### config.mk
export PLATFORM = sky130hd
export DESIGN_NAME = dmem_dump_reader
export DESIGN_NICKNAME = d
export VERILOG_FILES = /design/src/rtl/dmem_dump_reader.sv
export SDC_FILE = /design/constraint.sdc
export NUM_CORES = 1
export LEC_CHECK = 0
export CAP_MARGIN = 25
export CORE_ASPECT_RATIO = 0.7
export CORE_MARGIN = 4
export CORE_UTILIZATION = 50
export CTS_BUF_LIST = sky130_fd_sc_hd__clkbuf_8
export CTS_CLUSTER_SIZE = 28
export DETAILED_ROUTE_END_ITERATION = 8
export GPL_TIMING_DRIVEN = 1
export HOLD_SLACK_MARGIN = 0.06
export PLACE_DENSITY = 0.69
export SLEW_MARGIN = 20
export SYNTH_ARGS = -nofsm -noshare
export SYNTH_HDL_FRONTEND = slang
export SYNTH_SLANG_ARGS = --single-unit
### constraint.sdc
create_clock -name clk -period 3.5 [get_ports clk]
set_clock_uncertainty 0.15 [all_clocks]
set_input_delay 0.525 -clock clk [delete_from_list [all_inputs] [get_ports clk]]
set_output_delay 0.525 -clock clk [all_outputs]
set_load 0.1 [all_outputs]
### src/rtl/dmem_dump_reader.sv
// Streams a contiguous byte range out of the data RAM over valid/ready.
// Pipelined reads with credit flow control into a small output FIFO.
module dmem_dump_reader #(
  parameter int ADDR_W     = 16,
  parameter int DATA_W     = 8,
  parameter int LEN_W      = 16,
  parameter int RD_LAT     = 1,
  parameter int FIFO_DEPTH = 4
) (
  input  logic              clk,
  input  logic              reset,
  input  logic              start,
  input  logic              abort,
  input  logic [ADDR_W-1:0] base_addr,
  input  logic [LEN_W-1:0]  length,
  output logic [ADDR_W-1:0] mem_addr,
  output logic              mem_rden,
  input  logic [DATA_W-1:0] mem_q,
  output logic [DATA_W-1:0] out_data,
  output logic              out_valid,
  input  logic              out_ready,
  output logic              busy,
  output logic              done
);

  localparam int AW = $clog2(FIFO_DEPTH);
  localparam int CW = AW + 2;

  typedef enum logic [1:0] {
    IDLE,
    RUN,
    FIN
  } state_t;

  state_t              state_q, state_d;
  logic [ADDR_W-1:0]   base_q, base_d;
  logic [LEN_W-1:0]    len_q, len_d;
  logic [LEN_W-1:0]    issued_q, issued_d;
  logic [LEN_W-1:0]    sent_q, sent_d;
  logic [ADDR_W-1:0]   mem_addr_q, mem_addr_d;
  logic                mem_rden_q, mem_rden_d;
  logic [RD_LAT-1:0]   tag_q, tag_d;
  logic [DATA_W-1:0]   fifo_q [FIFO_DEPTH];
  logic [DATA_W-1:0]   fifo_d [FIFO_DEPTH];
  logic [AW-1:0]       wr_ptr_q, wr_ptr_d;
  logic [AW-1:0]       rd_ptr_q, rd_ptr_d;
  logic [AW:0]         count_q, count_d;

  logic                push;
  logic                pop;
  logic                issue;
  logic [CW-1:0]       inflight;
  logic [CW-1:0]       reserved;
  logic [CW-1:0]       limit;

  assign mem_addr  = mem_addr_q;
  assign mem_rden  = mem_rden_q;
  assign out_valid = (count_q != '0);
  assign out_data  = out_valid ? fifo_q[rd_ptr_q] : '0;
  assign busy      = (state_q == RUN);
  assign done      = (state_q == FIN);

  // Outstanding reads: the registered strobe plus every live return tag.
  always_comb begin
    inflight = CW'(mem_rden_q);
    for (int i = 0; i < RD_LAT; i++) begin
      inflight = inflight + CW'(tag_q[i]);
    end
  end

  // Credit check, a slot freed by this cycle's pop counts as available.
  always_comb begin
    push     = tag_q[RD_LAT-1];
    pop      = out_valid & out_ready;
    reserved = CW'(count_q) + inflight;
    limit    = CW'(FIFO_DEPTH) + CW'(pop);
    issue    = (state_q == RUN) &&
               (issued_q < len_q) &&
               (reserved < limit);
  end

  // Next-state: FSM, read issue, tag shift, FIFO bookkeeping, abort flush.
  always_comb begin
    state_d    = state_q;
    base_d     = base_q;
    len_d      = len_q;
    issued_d   = issued_q;
    sent_d     = sent_q;
    mem_addr_d = mem_addr_q;
    mem_rden_d = 1'b0;
    tag_d      = (tag_q << 1) | RD_LAT'(mem_rden_q);
    fifo_d     = fifo_q;
    wr_ptr_d   = wr_ptr_q;
    rd_ptr_d   = rd_ptr_q;
    count_d    = count_q;

    unique case (state_q)
      IDLE: begin
        if (start && !abort) begin
          base_d   = base_addr;
          len_d    = length;
          issued_d = '0;
          sent_d   = '0;
          state_d  = (length == '0) ? FIN : RUN;
        end
      end
      RUN: begin
        if (issue) begin
          mem_rden_d = 1'b1;
          mem_addr_d = base_q + ADDR_W'(issued_q);
          issued_d   = issued_q + LEN_W'(1);
        end
        if (pop) begin
          sent_d = sent_q + LEN_W'(1);
          if (sent_q + LEN_W'(1) == len_q) begin
            state_d = FIN;
          end
        end
      end
      FIN: begin
        state_d = IDLE;
      end
      default: begin
        state_d = IDLE;
      end
    endcase

    if (push) begin
      fifo_d[wr_ptr_q] = mem_q;
      wr_ptr_d         = wr_ptr_q + AW'(1);
    end
    if (pop) begin
      rd_ptr_d = rd_ptr_q + AW'(1);
    end
    count_d = count_q + (AW+1)'(push) - (AW+1)'(pop);

    if (abort) begin
      state_d    = IDLE;
      mem_rden_d = 1'b0;
      tag_d      = '0;
      wr_ptr_d   = '0;
      rd_ptr_d   = '0;
      count_d    = '0;
    end
  end

  // State register with synchronous active-low reset.
  always_ff @(posedge clk) begin
    if (!reset) begin
      state_q    <= IDLE;
      base_q     <= '0;
      len_q      <= '0;
      issued_q   <= '0;
      sent_q     <= '0;
      mem_addr_q <= '0;
      mem_rden_q <= 1'b0;
      tag_q      <= '0;
      wr_ptr_q   <= '0;
      rd_ptr_q   <= '0;
      count_q    <= '0;
      for (int i = 0; i < FIFO_DEPTH; i++) begin
        fifo_q[i] <= '0;
      end
    end else begin
      state_q    <= state_d;
      base_q     <= base_d;
      len_q      <= len_d;
      issued_q   <= issued_d;
      sent_q     <= sent_d;
      mem_addr_q <= mem_addr_d;
      mem_rden_q <= mem_rden_d;
      tag_q      <= tag_d;
      wr_ptr_q   <= wr_ptr_d;
      rd_ptr_q   <= rd_ptr_d;
      count_q    <= count_d;
      fifo_q     <= fifo_d;
    end
  end

endmodule

==> PnR_summary.wiki, run 1 <==
{| class="wikitable"
! Metric !! Value
|-
| CTS tree || built
|-
| Biggest area consumer among synthesized cells || dfxtp_1
|-
| H-tree levels || 4
|-
| DRT Wirelength || 18.5 mm
|-
| Most frequent cells after synthesis || nand2_1 (163), dfxtp_1 (123), a21oi_1 (115)
|-
| Critical path start-end classification || register to output port
|-
| Clock Tree Buf Depth || 2
|-
| Synthesized-area fraction occupied by xor and xnor cells || 5.22%
|-
| Number of cells traversed by the worst register-to-register path || 8
|-
| Worst flop-to-flop path startpoint || issued_q[3]
|-
| Synth Flop Type || dfxtp_1
|-
| Type of the worst min-delay path || register to register
|-
| Largest cells by area after synthesis || dfxtp_1 (37%), nand2_1 (9.1%), a21oi_1 (8.6%)
|-
| Setup crit end || out_data[7]
|-
| Total leakage power || 2.92 nW
|-
| Dominant combinational cell family by area after synthesis || simple AND/OR/NAND/NOR gates
|-
| Synthesis-stage register bit count || 123
|-
| Power Dens Cells || 371 nW/um^2
|-
| Slew @ Worst Pin || 0.994 ns
|-
| Simple-Gate Fraction of Synth Area || 24.8%
|-
| Number of violations reported at the end of detailed-routing iteration 0 || 546
|-
| Clock sink count || 123
|-
| Total number of yosys warnings || 0
|-
| Growth of design area from synthesis to finish || 17.3%
|-
| First-pass DRT Iterations || 5
|-
| Minimum period implied by the final worst setup slack || 2.88 ns
|-
| Fraction of final layout cells with drive strength greater than 1 || 8.46%
|-
| Via/cell ratio || 5.82
|-
| Area of the core || 13100 sq um
|-
| Netlist area before placement || 6710 sq um
|-
| Fmax || 347 MHz
|-
| Start point of the critical path || rd_ptr_q[0]
|-
| Number of gates resized after cts || 0
|-
| Sequential share of the synthesized area || 36.7%
|-
| Total gr overflow || 0
|-
| Flip-flop and latch area || 2460 sq um
|-
| Total design power || 2.92 mW
|-
| Arrival time at the worst endpoint || 2.21 ns
|-
| Number of remaining DRC errors || 0
|-
| Antenna violations before repair || 0
|-
| Number of vias after detailed routing || 6267
|-
| Remaining max-slew budget at the tightest pin || 33.5%
|-
| Setup slack of the most critical reg-to-reg path || 0.73 ns
|-
| Final setup viols || 0
|-
| Total GRT Usage || 24.1%
|-
| Starting Density || 51.1%
|-
| Cell at the root of the clock tree || clkbuf_8
|-
| Via count of the first global-routing pass || 5946
|-
| Most frequent cell after synthesis || nand2_1
|-
| Synth top area share || 36.7%
|-
| Insertion delay to the later sink of the worst-skew pair || 0.44 ns
|-
| # port buffers || 72
|-
| Maximum number of pins on one net before global-route repair || 42
|-
| Worst voltage drop across the vdd grid || 252 uV
|-
| Cell row count || 35
|-
| Max_cap viols || 0
|-
| Setup repair after global routing missed its margin || no
|-
| Cts bufs inserted || 17
|-
| First-pass GRT wire length || 30.1 mm
|-
| Nets in the synthesized netlist || 929
|-
| Detailed placement HPWL || 13.4 mm
|-
| Fill cell count || 1160
|-
| Gate count of the mapped netlist || 841
|-
| Total area of multi-input combinational cells || 3940 sq um
|-
| Aggregate negative setup slack || 0 ns
|-
| Full die area || 15400 sq um
|-
| Proportion of register bits with asynchronous set or reset after synthesis || 0%
|-
| Post-CTS Setup Inserts || 0
|-
| Antenna diode count || 0
|-
| Number of placed I/O pins || 73
|-
| Final RePlAce weighted congestion || 0.894
|-
| Post-Synth Adder-Cell Area || 8.36%
|-
| Maximum fanout along the worst path || 10
|-
| Final cycle utilization of the critical path || 82.3%
|-
| Number of distinct library cell variants in the gate-level netlist after synthesis || 57
|-
| Die extent in y || 105 um
|-
| Horiz. Die Dim || 146 um
|-
| Hold Vio Cnt, Final || 0
|-
| Max Slew Vio Count || 0
|-
| Compound-Gate Fraction of Synth Area || 17.3%
|-
| Nature of the critical path startpoint || register
|-
| Routed wire length per instance || 17.2 um
|-
| Worst-path clk slew || 0.07 ns
|-
| Run status || finished clean
|-
| Capturing element type of the critical path || output port
|-
| Hold buffer count at CTS || 0
|-
| Fraction of synthesized area in multiplexers || 2.98%
|-
| Number of enable-type register cells in the synthesized netlist || 0
|-
| NumNets Final || 985
|-
| Worst r2r dst || mem_addr[15]
|-
| Synthesized area per cell || 7.98 sq um
|-
| Final ANT Viol Nets || 0
|-
| Required time reported for the critical path endpoint || 2.82 ns
|}
==> worst max-delay path: stages (launching register included) <==
cell and delay, ns:
dfxtp_1 0.77, mux4_2 0.60, and2_1 0.18, buf_4 0.23
==> where the power goes <==
part | switching, mW | internal [mW]
Combinational | 0.154 | 0.104
Clock | 0.614 | 0.602
Sequential | 0.0224 | 1.42
Total | 0.791 | 2.13
==> layout by cell type (no fill, tap or decap), types with 13 or more instances in the layout <==
| master | n |
|---|---|
| nand2_1 | 163 |
| dfxtp_1 | 123 |
| clkdlybuf4s50_1 | 61 |
| and3_1 | 18 |
| buf_4 | 20 |
| o21ai_0 | 30 |
| clkbuf_8 | 19 |
| inv_1 | 30 |
| xor2_1 | 13 |
| xnor2_1 | 27 |
| ha_1 | 40 |
| and2_1 | 14 |
| nor2_1 | 45 |
| a21oi_1 | 115 |
| nand3_1 | 52 |
==> registers in the layout (all words and copies together), names as in the netlist, 2 cells and up <==
signal and cells:
base_q 16, count_q 3, fifo_q 32, issued_q 16, len_q 16, mem_addr 16, rd_ptr_q 2, sent_q 16
state_q 2, wr_ptr_q 2
==> logic make-up (layout without fill, tap and decap cells) <==
kind of cell / Yosys count / in the layout
mux: 10 / 10
compound gates: 194 / 194
xor+xnor: 40 / 40
flops: 123 / 123
fa+ha+maj: 43 / 43
buf+inv: 76 / 145
simple gates: 355 / 355
==> per-stage QoR <==
stage,hold WS [ns],util [%],cells,setup slack [ns],cell area (sq um)
3_3_place_gp,0.289,57.0,1044,0.821,7490
4_1_cts,0.303,59.9,1076,0.577,7870
5_1_grt,0.326,59.9,1076,0.435,7870
6_report,0.300,59.9,1076,0.619,7870
2_1_floorplan,0.283,-,841,0.352,6710
3_5_place_dp,0.294,57.0,1044,0.794,7490
==> layer usage <==
layer	share of wire, %	global-route usage [%]	wire [um]	up-vias
met5	0	0	0	-
met4	1.0	6.17	187	0
met3	6.9	5.03	1270	19
met2	45	38.4	8410	208
met1	47	33.6	8660	2991
li1	-	-	-	3049
==> worst min-delay path by stage <==
stage / startpoint / endpoint / slack (ns) / cells past startpoint
6_report: mem_addr[10] / mem_addr[10] / 0.30 / 2
5_1_grt: fifo_q[23] / fifo_q[23] / 0.33 / 2
4_1_cts: mem_addr[10] / mem_addr[10] / 0.30 / 2
3_5_place_dp: mem_addr[10] / mem_addr[10] / 0.29 / 2
3_3_place_gp: fifo_q[23] / fifo_q[23] / 0.29 / 2
2_1_floorplan: fifo_q[10] / fifo_q[10] / 0.28 / 2
==> cell type report <==
cell class / count / area share, %
clock buffers: 19 / 3.32
clock inverters: 13 / 1.49
inverters: 32 / 1.53
multi-input cells: 642 / 50.1
flip-flops and latches: 123 / 31.3
well taps: 166 / 2.64
repair buffers: 81 / 9.67
Power figures use the tool's default switching activity.
==> run 2, diff against run 1 <==
Settings changed: PLACE_DENSITY 0.69 to 0.72.
Clock period 3.5 ns to 2.39 ns, I/O delays scaled along.
==> run 2 against run 1 <==
Compared with the run above: the flow now finishes with violations (setup timing); power grew 54%; first-iteration DRC count is 14% lower; sequential power up 46%; worst setup slack lost 0.62 ns; critical path depth rose by 6; non-clock buffer count increased by 67; global-route usage is 0.46 points lower; final cell count grew 6.2%; core utilization is 6.8 points higher; clock-buffer cell count is 2 lower; via count is 2.1% higher; largest cell class unchanged; highest routed layer unchanged.
==> PnR_summary.wiki, run 2 (synthesis gave the netlist of run 1 again) <==
{| class="wikitable"
! Metric !! Value
|-
| Remaining max-slew budget at the tightest pin || 71.7% (was 33.5%)
|-
| Type of the worst min-delay path || register to register (unchanged)
|-
| DRT Wirelength || 18.3 mm (was 18.5 mm)
|-
| Total gr overflow || 0 (unchanged)
|-
| Fraction of final layout cells with drive strength greater than 1 || 21.5% (was 8.46%)
|-
| Required time reported for the critical path endpoint || 2.61 ns (was 2.82 ns)
|-
| Maximum number of pins on one net before global-route repair || 74 (was 42)
|-
| Run status || finished with violations (was finished clean)
|-
| Maximum fanout along the worst path || 5 (was 10)
|-
| Horiz. Die Dim || 146 um (unchanged)
|-
| Fill cell count || 1111 (was 1160)
|-
| Number of placed I/O pins || 73 (unchanged)
|-
| Total leakage power || 3.42 nW (was 2.92 nW)
|-
| Number of remaining DRC errors || 0 (unchanged)
|-
| Final RePlAce weighted congestion || 0.962 (was 0.894)
|-
| Met1 demand-to-capacity share in global routing || 34.4% (was 33.6%)
|-
| Worst voltage drop across the vdd grid || 384 uV (was 252 uV)
|-
| Critical path start-end classification || register to register (was register to output port)
|-
| Growth of design area from synthesis to finish || 30.7% (was 17.3%)
|-
| Aggregate negative setup slack || -0.00241 ns (was 0 ns)
|-
| Number of flip-flops under the largest register name || 32 (unchanged)
|-
| Antenna violations before repair || 0 (unchanged)
|-
| Slew @ Worst Pin || 0.422 ns (was 0.994 ns)
|-
| Cell area after placement || 8120 sq um (was 7490 sq um)
|-
| Arrival time at the worst endpoint || 2.62 ns (was 2.21 ns)
|-
| Hold buffer count at CTS || 0 (unchanged)
|-
| NumNets Final || 1052 (was 985)
|-
| CTS tree || built (unchanged)
|-
| GR Layer Usage met2 || 35.9% (was 38.4%)
|-
| Final cycle utilization of the critical path || 100%
|-
| Detailed placement HPWL || 12.8 mm (was 13.4 mm)
|-
| Cell at the root of the clock tree || clkbuf_8 (unchanged)
|-
| Largest register by flop count || fifo_q (unchanged)
|-
| Die extent in y || 105 um (unchanged)
|-
| Total GRT Usage || 23.7% (was 24.1%)
|-
| Core occupancy in the finished layout || 66.7% (was 59.9%)
|-
| Via/cell ratio || 5.60 (was 5.82)
|-
| Final setup viols || 1 (was 0)
|-
| Hold Vio Cnt, Final || 0 (unchanged)
|-
| Cts bufs inserted || 17 (unchanged)
|-
| Most heavily used metal layer in global routing || met2 (unchanged)
|-
| Max Slew Vio Count || 0 (unchanged)
|-
| Worst-case setup slack after placement || -0.0224 ns (was 0.794 ns)
|-
| Max_cap viols || 0 (unchanged)
|-
| Setup repair after global routing missed its margin || yes (was no)
|-
| Fmax || 418 MHz
|-
| Worst-path clk slew || 0.08 ns (was 0.07 ns)
|-
| Via count of the first global-routing pass || 5822 (was 5946)
|-
| Nature of the critical path startpoint || register (unchanged)
|-
| # port buffers || 72 (unchanged)
|-
| Number of vias after detailed routing || 6396 (was 6267)
|-
| H-tree levels || 4 (unchanged)
|-
| First-pass GRT wire length || 29.8 mm (was 30.1 mm)
|-
| Full die area || 15400 sq um (unchanged)
|-
| Starting Density || 51.1% (unchanged)
|-
| Routed wire length per instance || 16.0 um (was 17.2 um)
|-
| Insertion delay to the later sink of the worst-skew pair || 0.44 ns (about the same)
|-
| Capturing element type of the critical path || register (was output port)
|-
| Cell row count || 35 (unchanged)
|-
| GR Layer Usage met3 || 5.24% (was 5.03%)
|-
| Number of violations reported at the end of detailed-routing iteration 0 || 469 (was 546)
|-
| First-pass DRT Iterations || 5 (unchanged)
|-
| Antenna diode count || 0 (unchanged)
|-
| Clock sink count || 123 (unchanged)
|-
| Clock Tree Buf Depth || 2 (unchanged)
|-
| Final ANT Viol Nets || 0 (unchanged)
|-
| Most common cell after layout, fill and taps aside || nand2_1 (unchanged)
|-
| Failing checks || setup timing
|-
| Setup slack of the critical path after layout || -0.00241 ns (was 0.619 ns)
|-
| Top library cells by usage in the layout, fill and taps aside || nand2_1 (162), a21oi_1 (112), dfxtp_1 (112) (was nand2_1 (163), dfxtp_1 (123), a21oi_1 (115))
|-
| Power Dens Cells || 511 nW/um^2 (was 371 nW/um^2)
|-
| Post-route cell area || 8770 sq um (was 7870 sq um)
|-
| Area of the core || 13100 sq um (unchanged)
|-
| Minimum period implied by the final worst setup slack || 2.39 ns
|}
-- run 2: what timing repair did --
action	in CTS	in global routing
setup buffers	1	1
pin swaps	1	15
endpoints found under the setup margin	24	38
gates resized for setup	12	48
gates cloned	1	0
-- run 2: per-stage QoR --
| step | power, mW | instances | hold slack, ns |
|---|---|---|---|
| 6_report | 4.48 | 1143 | 0.303 |
| 5_1_grt | 4.65 | 1143 | 0.310 |
| 4_1_cts | 4.48 | 1142 | 0.296 |
| 3_5_place_dp | 2.58 | 1108 | 0.295 |
| 3_3_place_gp | 2.58 | 1108 | 0.292 |
| 2_1_floorplan | 2.38 | 841 | 0.283 |
-- run 2: layout make-up --
cell class / count / area [sq um] / area share, %
multi-input combinational: 642 / 4150 / 47.4
sequential: 123 / 2480 / 28.3
timing repair buffer: 148 / 1390 / 15.9
clock buffer: 17 / 234 / 2.67
tap: 166 / 208 / 2.37
clock inverter: 15 / 176 / 2.01
inverter: 32 / 123 / 1.40
-- run 2: power breakdown --
group	total [mW]	internal, mW	switching, mW
clock	1.93	1.03	0.902
combinational	0.455	0.202	0.253
sequential	2.10	2.08	0.0229
total	4.48	3.31	1.18
-- run 2: worst paths after layout --
check / startpoint / cells past startpoint / slack (ns) / to
max: mem_rden / 9 / -0.002 / mem_addr[14]
min: fifo_q[3] / 2 / 0.30 / fifo_q[3]
max reg2reg: mem_rden / 9 / -0.002 / mem_addr[14]
min reg2reg: fifo_q[3] / 2 / 0.30 / fifo_q[3]
-- run 2: worst max-delay path: stages (launching register included) --
cell	delay (ns)
dfxtp_4	0.37
inv_4	0.04
fa_2	0.38
inv_2	0.08
ha_4	0.20
nor3b_4	0.17
o211ai_2	0.16
a21o_1	0.27
or3_1	0.38
o211ai_2	0.13
-- run 2: routing by layer --
metal | wire length (um) | vias up
met3 | 1170 | 21
met5 | 0 | -
li1 | - | 3186
met4 | 217 | 0
met2 | 8210 | 199
met1 | 8670 | 2990
==> run 3, diff against run 2 <==
Settings changed: ABC_AREA from default to 1, ABC_CLOCK_PERIOD_IN_PS from default to 2390, CELL_PAD_IN_SITES_DETAIL_PLACEMENT from default to 0, CELL_PAD_IN_SITES_GLOBAL_PLACEMENT from default to 1, CORE_UTILIZATION 50 to 39, PLACE_DENSITY 0.72 to 0.76.
==> run 3 against run 2 <==
Compared with the run above: the flow still finishes with violations (setup timing); clock-buffer cell count stayed put; via count is 5.8% higher; highest routed layer unchanged; sequential power is 2% higher; worst setup slack worse by 0.027 ns; combinational power is 39% higher; synthesized area is 4.7% higher; first-iteration DRC count is 4.7% lower; clock power hardly changed; critical path depth is 2 higher; sequential share of layout area is 2.0 points lower.
==> PnR_summary.wiki, run 3 <==
{| class="wikitable"
! Metric !! Value
|-
| Setup slack of the critical path after layout || -0.0298 ns (was -0.00241 ns)
|-
| Max_cap viols || 0 (unchanged)
|-
| Cell Chain, Critical Path || inv_4 > fa_2 > inv_2 > ha_4 > nand3b_1 > a22oi_2 > nand4_4 > buf_12 > buf_8 > a21oi_2 > a21oi_2 (was inv_4 > fa_2 > inv_2 > ha_4 > nor3b_4 > o211ai_2 > a21o_1 > or3_1 > o211ai_2)
|-
| Worst-path clk slew || 0.09 ns (was 0.08 ns)
|-
| Final cycle utilization of the critical path || 101% (was 100%)
|-
| Total design power || 4.69 mW (was 4.48 mW)
|-
| Cell at the root of the clock tree || clkbuf_8 (unchanged)
|-
| Capturing element type of the critical path || register (unchanged)
|-
| Slew @ Worst Pin || 0.753 ns (was 0.422 ns)
|-
| First-pass GRT wire length || 33.6 mm (was 29.8 mm)
|-
| Fmax || 413 MHz (was 418 MHz)
|-
| Run status || finished with violations (unchanged)
|-
| Detailed placement HPWL || 15.4 mm (was 12.8 mm)
|-
| Via count of the first global-routing pass || 6104 (was 5822)
|-
| Fraction of final layout cells with drive strength greater than 1 || 21.8% (was 21.5%)
|-
| Cts bufs inserted || 17 (unchanged)
|-
| Antenna diode count || 0 (unchanged)
|-
| Routed wire length per instance || 15.8 um (was 16.0 um)
|-
| Full die area || 20300 sq um (was 15400 sq um)
|-
| Largest register by flop count || fifo_q (unchanged)
|-
| Number of placed I/O pins || 73 (unchanged)
|-
| Final ANT Viol Nets || 0 (unchanged)
|-
| Number of enable-type register cells in the synthesized netlist || 0 (unchanged)
|-
| Master of the slowest instance on the critical path || fa_2 (unchanged)
|-
| Worst voltage drop across the vdd grid || 287 uV (was 384 uV)
|-
| Power Dens Cells || 499 nW/um^2 (was 511 nW/um^2)
|-
| Post-route cell area || 9400 sq um (was 8770 sq um)
|-
| Max Slew Vio Count || 0 (unchanged)
|-
| Area of the core || 17400 sq um (was 13100 sq um)
|-
| # port buffers || 72 (unchanged)
|-
| Number of flip-flops under the largest register name || 32 (unchanged)
|-
| Most frequent cell after synthesis || nor2_1 (was nand2_1)
|-
| Non-filler cells in the finished layout || 1350 (was 1143)
|-
| Cell seen most often among critical-path stages || a21oi_2 (was o211ai_2)
|-
| Nature of the critical path startpoint || register (unchanged)
|-
| Final setup viols || 11 (was 1)
|-
| Fill cell count || 1731 (was 1111)
|-
| Number of remaining DRC errors || 0 (unchanged)
|-
| Sequential share of the synthesized area || 35.1% (was 36.7%)
|-
| Max stage delay on crit path || 0.37 ns (was 0.38 ns)
|-
| Biggest area consumer among synthesized cells || dfxtp_1 (unchanged)
|-
| Gate count of the mapped netlist || 987 (was 841)
|-
| Total GRT Usage || 20.9% (was 23.7%)
|-
| DRT Wirelength || 21.4 mm (was 18.3 mm)
|-
| Synthesized area per cell || 7.12 sq um (was 7.98 sq um)
|-
| Core occupancy in the finished layout || 54.0% (was 66.7%)
|-
| Cell area after placement || 8460 sq um (was 8120 sq um)
|-
| Nets in the synthesized netlist || 1075 (was 929)
|-
| Proportion of register bits with asynchronous set or reset after synthesis || 0% (unchanged)
|-
| Number of vias after detailed routing || 6764 (was 6396)
|-
| Most frequent cells after synthesis || nor2_1 (180), nand2_1 (136), dfxtp_1 (123) (was nand2_1 (163), dfxtp_1 (123), a21oi_1 (115))
|-
| Growth of design area from synthesis to finish || 33.8% (was 30.7%)
|-
| Maximum fanout along the worst path || 6 (was 5)
|-
| Worst-case setup slack after placement || -0.0184 ns (was -0.0224 ns)
|-
| Via/cell ratio || 5.01 (was 5.60)
|-
| Failing checks || setup timing (unchanged)
|-
| NumNets Final || 1194 (was 1052)
|-
| Synth top area share || 35.1% (was 36.7%)
|-
| CTS tree || built (unchanged)
|-
| Largest delay contributor family on the critical path || adder cells (unchanged)
|-
| Total leakage power || 3.69 nW (was 3.42 nW)
|-
| First-pass DRT Iterations || 5 (unchanged)
|-
| Largest cells by area after synthesis || dfxtp_1 (35%), nor2_1 (9.6%), nand2_1 (7.3%) (was dfxtp_1 (37%), nand2_1 (9.1%), a21oi_1 (8.6%))
|-
| Maximum number of pins on one net before global-route repair || 59 (was 74)
|-
| Minimum period implied by the final worst setup slack || 2.42 ns (was 2.39 ns)
|-
| Setup repair after global routing missed its margin || yes (unchanged)
|-
| Top library cells by usage in the layout, fill and taps aside || nor2_1 (179), nand2_1 (125), dfxtp_1 (121) (was nand2_1 (162), a21oi_1 (112), dfxtp_1 (112))
|-
| Synthesis-stage register bit count || 123 (unchanged)
|-
| Number of violations reported at the end of detailed-routing iteration 0 || 447 (was 469)
|-
| Number of cells in the design after placement || 1309 (was 1108)
|-
| Buffer and inverter count on the worst path || 4 (was 2)
|-
| Starting Density || 40.3% (was 51.1%)
|-
| Type of the worst min-delay path || input port to register (was register to register)
|-
| Arrival time at the worst endpoint || 2.61 ns (was 2.62 ns)
|-
| Antenna violations before repair || 0 (unchanged)
|-
| Setup slack of the most critical reg-to-reg path || -0.03 ns (was -0.002 ns)
|-
| H-tree levels || 4 (unchanged)
|-
| Netlist area before placement || 7020 sq um (was 6710 sq um)
|-
| Hold Vio Cnt, Final || 0 (unchanged)
|-
| Critical path start-end classification || register to register (unchanged)
|-
| Number of distinct library cell variants in the gate-level netlist after synthesis || 50 (was 57)
|-
| Clock sink count || 123 (unchanged)
|-
| Required time reported for the critical path endpoint || 2.58 ns (was 2.61 ns)
|-
| Total number of yosys warnings || 0 (unchanged)
|-
| Insertion delay to the later sink of the worst-skew pair || 0.45 ns (was 0.44 ns)
|-
| Final RePlAce weighted congestion || 0.875 (was 0.962)
|-
| Die extent in y || 120 um (was 105 um)
|-
| Horiz. Die Dim || 168 um (was 146 um)
|-
| Clock Tree Buf Depth || 2 (unchanged)
|-
| Cell row count || 40 (was 35)
|-
| Most common cell after layout, fill and taps aside || nor2_1 (was nand2_1)
|-
| Total gr overflow || 0 (unchanged)
|-
| Synth Flop Type || dfxtp_1 (unchanged)
|-
| Remaining max-slew budget at the tightest pin || 49.8% (was 71.7%)
|}
## run 3: cell types whose count changed in the layout (fill, tap and decap cells not counted), sizes merged, moves of 10 or more
cell	change
nand3	+25
and3	-18
or3	-10
a21oi	-19
xnor2	-16
nor2	+142
nand2	-19
buf	-17
o21ai	+76
and2	-14
inv	+56
## run 3: layout make-up
| cell class | count | area (sq um) | share of cell area [%] |
|---|---|---|---|
| clock buffers | 17 | 234 | 2.49 |
| multi-input cells | 744 | 4520 | 48.1 |
| well taps | 231 | 289 | 3.08 |
| repair buffers | 132 | 1380 | 14.6 |
| clock inverters | 15 | 163 | 1.73 |
| flip-flops and latches | 123 | 2470 | 26.3 |
| inverters | 88 | 347 | 3.69 |
## run 3: final timing paths
path,from,end,cells after the start
hold / removal,reset,fifo_q[6],4
setup reg to reg,mem_rden,mem_addr[13],11
setup / recovery,mem_rden,mem_addr[13],11
hold reg to reg,mem_rden,push,2
## run 3: per-layer routing
metal | wire [um] | GRT usage, % | up-vias
li1 | - | - | 3539
met1 | 11200 | 32.3 | 3061
met2 | 8770 | 29.5 | 147
met3 | 1060 | 4.12 | 17
met4 | 279 | 5.02 | 0
met5 | 0 | 0 | -
## run 3: power breakdown
group / switching (mW) / internal (mW) / leakage, nW / total [mW]
combinational: 0.399 / 0.234 / 2.50 / 0.633
clock: 0.970 / 0.942 / 0.194 / 1.91
sequential: 0.0408 / 2.10 / 0.999 / 2.14
## run 3: kinds of logic (layout without fill, tap and decap cells)
kind of cell | Yosys count | in the layout | share of synthesized area [%]
flip-flops | 123 | 123 | 35.1
AO/OA/AOI/OAI | 218 | 218 | 16.7
adder cells (fa/ha/maj) | 43 | 43 | 7.98
buffers and inverters | 121 | 252 | 7.04
XOR/XNOR | 32 | 32 | 4.38
AND/OR/NAND/NOR | 450 | 451 | 28.9
## run 3: through the flow
stage	hold slack, ns	TNS, ns
after global routing	0.272	-1.66
after floorplan	0.299	-0.0532
after detailed placement	0.317	-0.0672
after global placement	0.308	0
after CTS	0.226	0
final	0.259	-0.136
## run 3: worst register-to-register path, delay by kind of cell, from the launching register on
kind                       cells  cell delay, ns
adders and majority gates      2            0.56
buffers and inverters          4            0.46
DFF                            1            0.36
and+or+nand+nor                2            0.33
AOI/OAI and AO/OA              3            0.46
## run 3: timing repair
item / CTS / global route
hold buffers: 0 / 0
pin swaps: 2 / 12
gates resized for setup: 7 / 96
cloned: 1 / 3
setup endpoints to repair: 18 / 42
setup buffers: 2 / 4
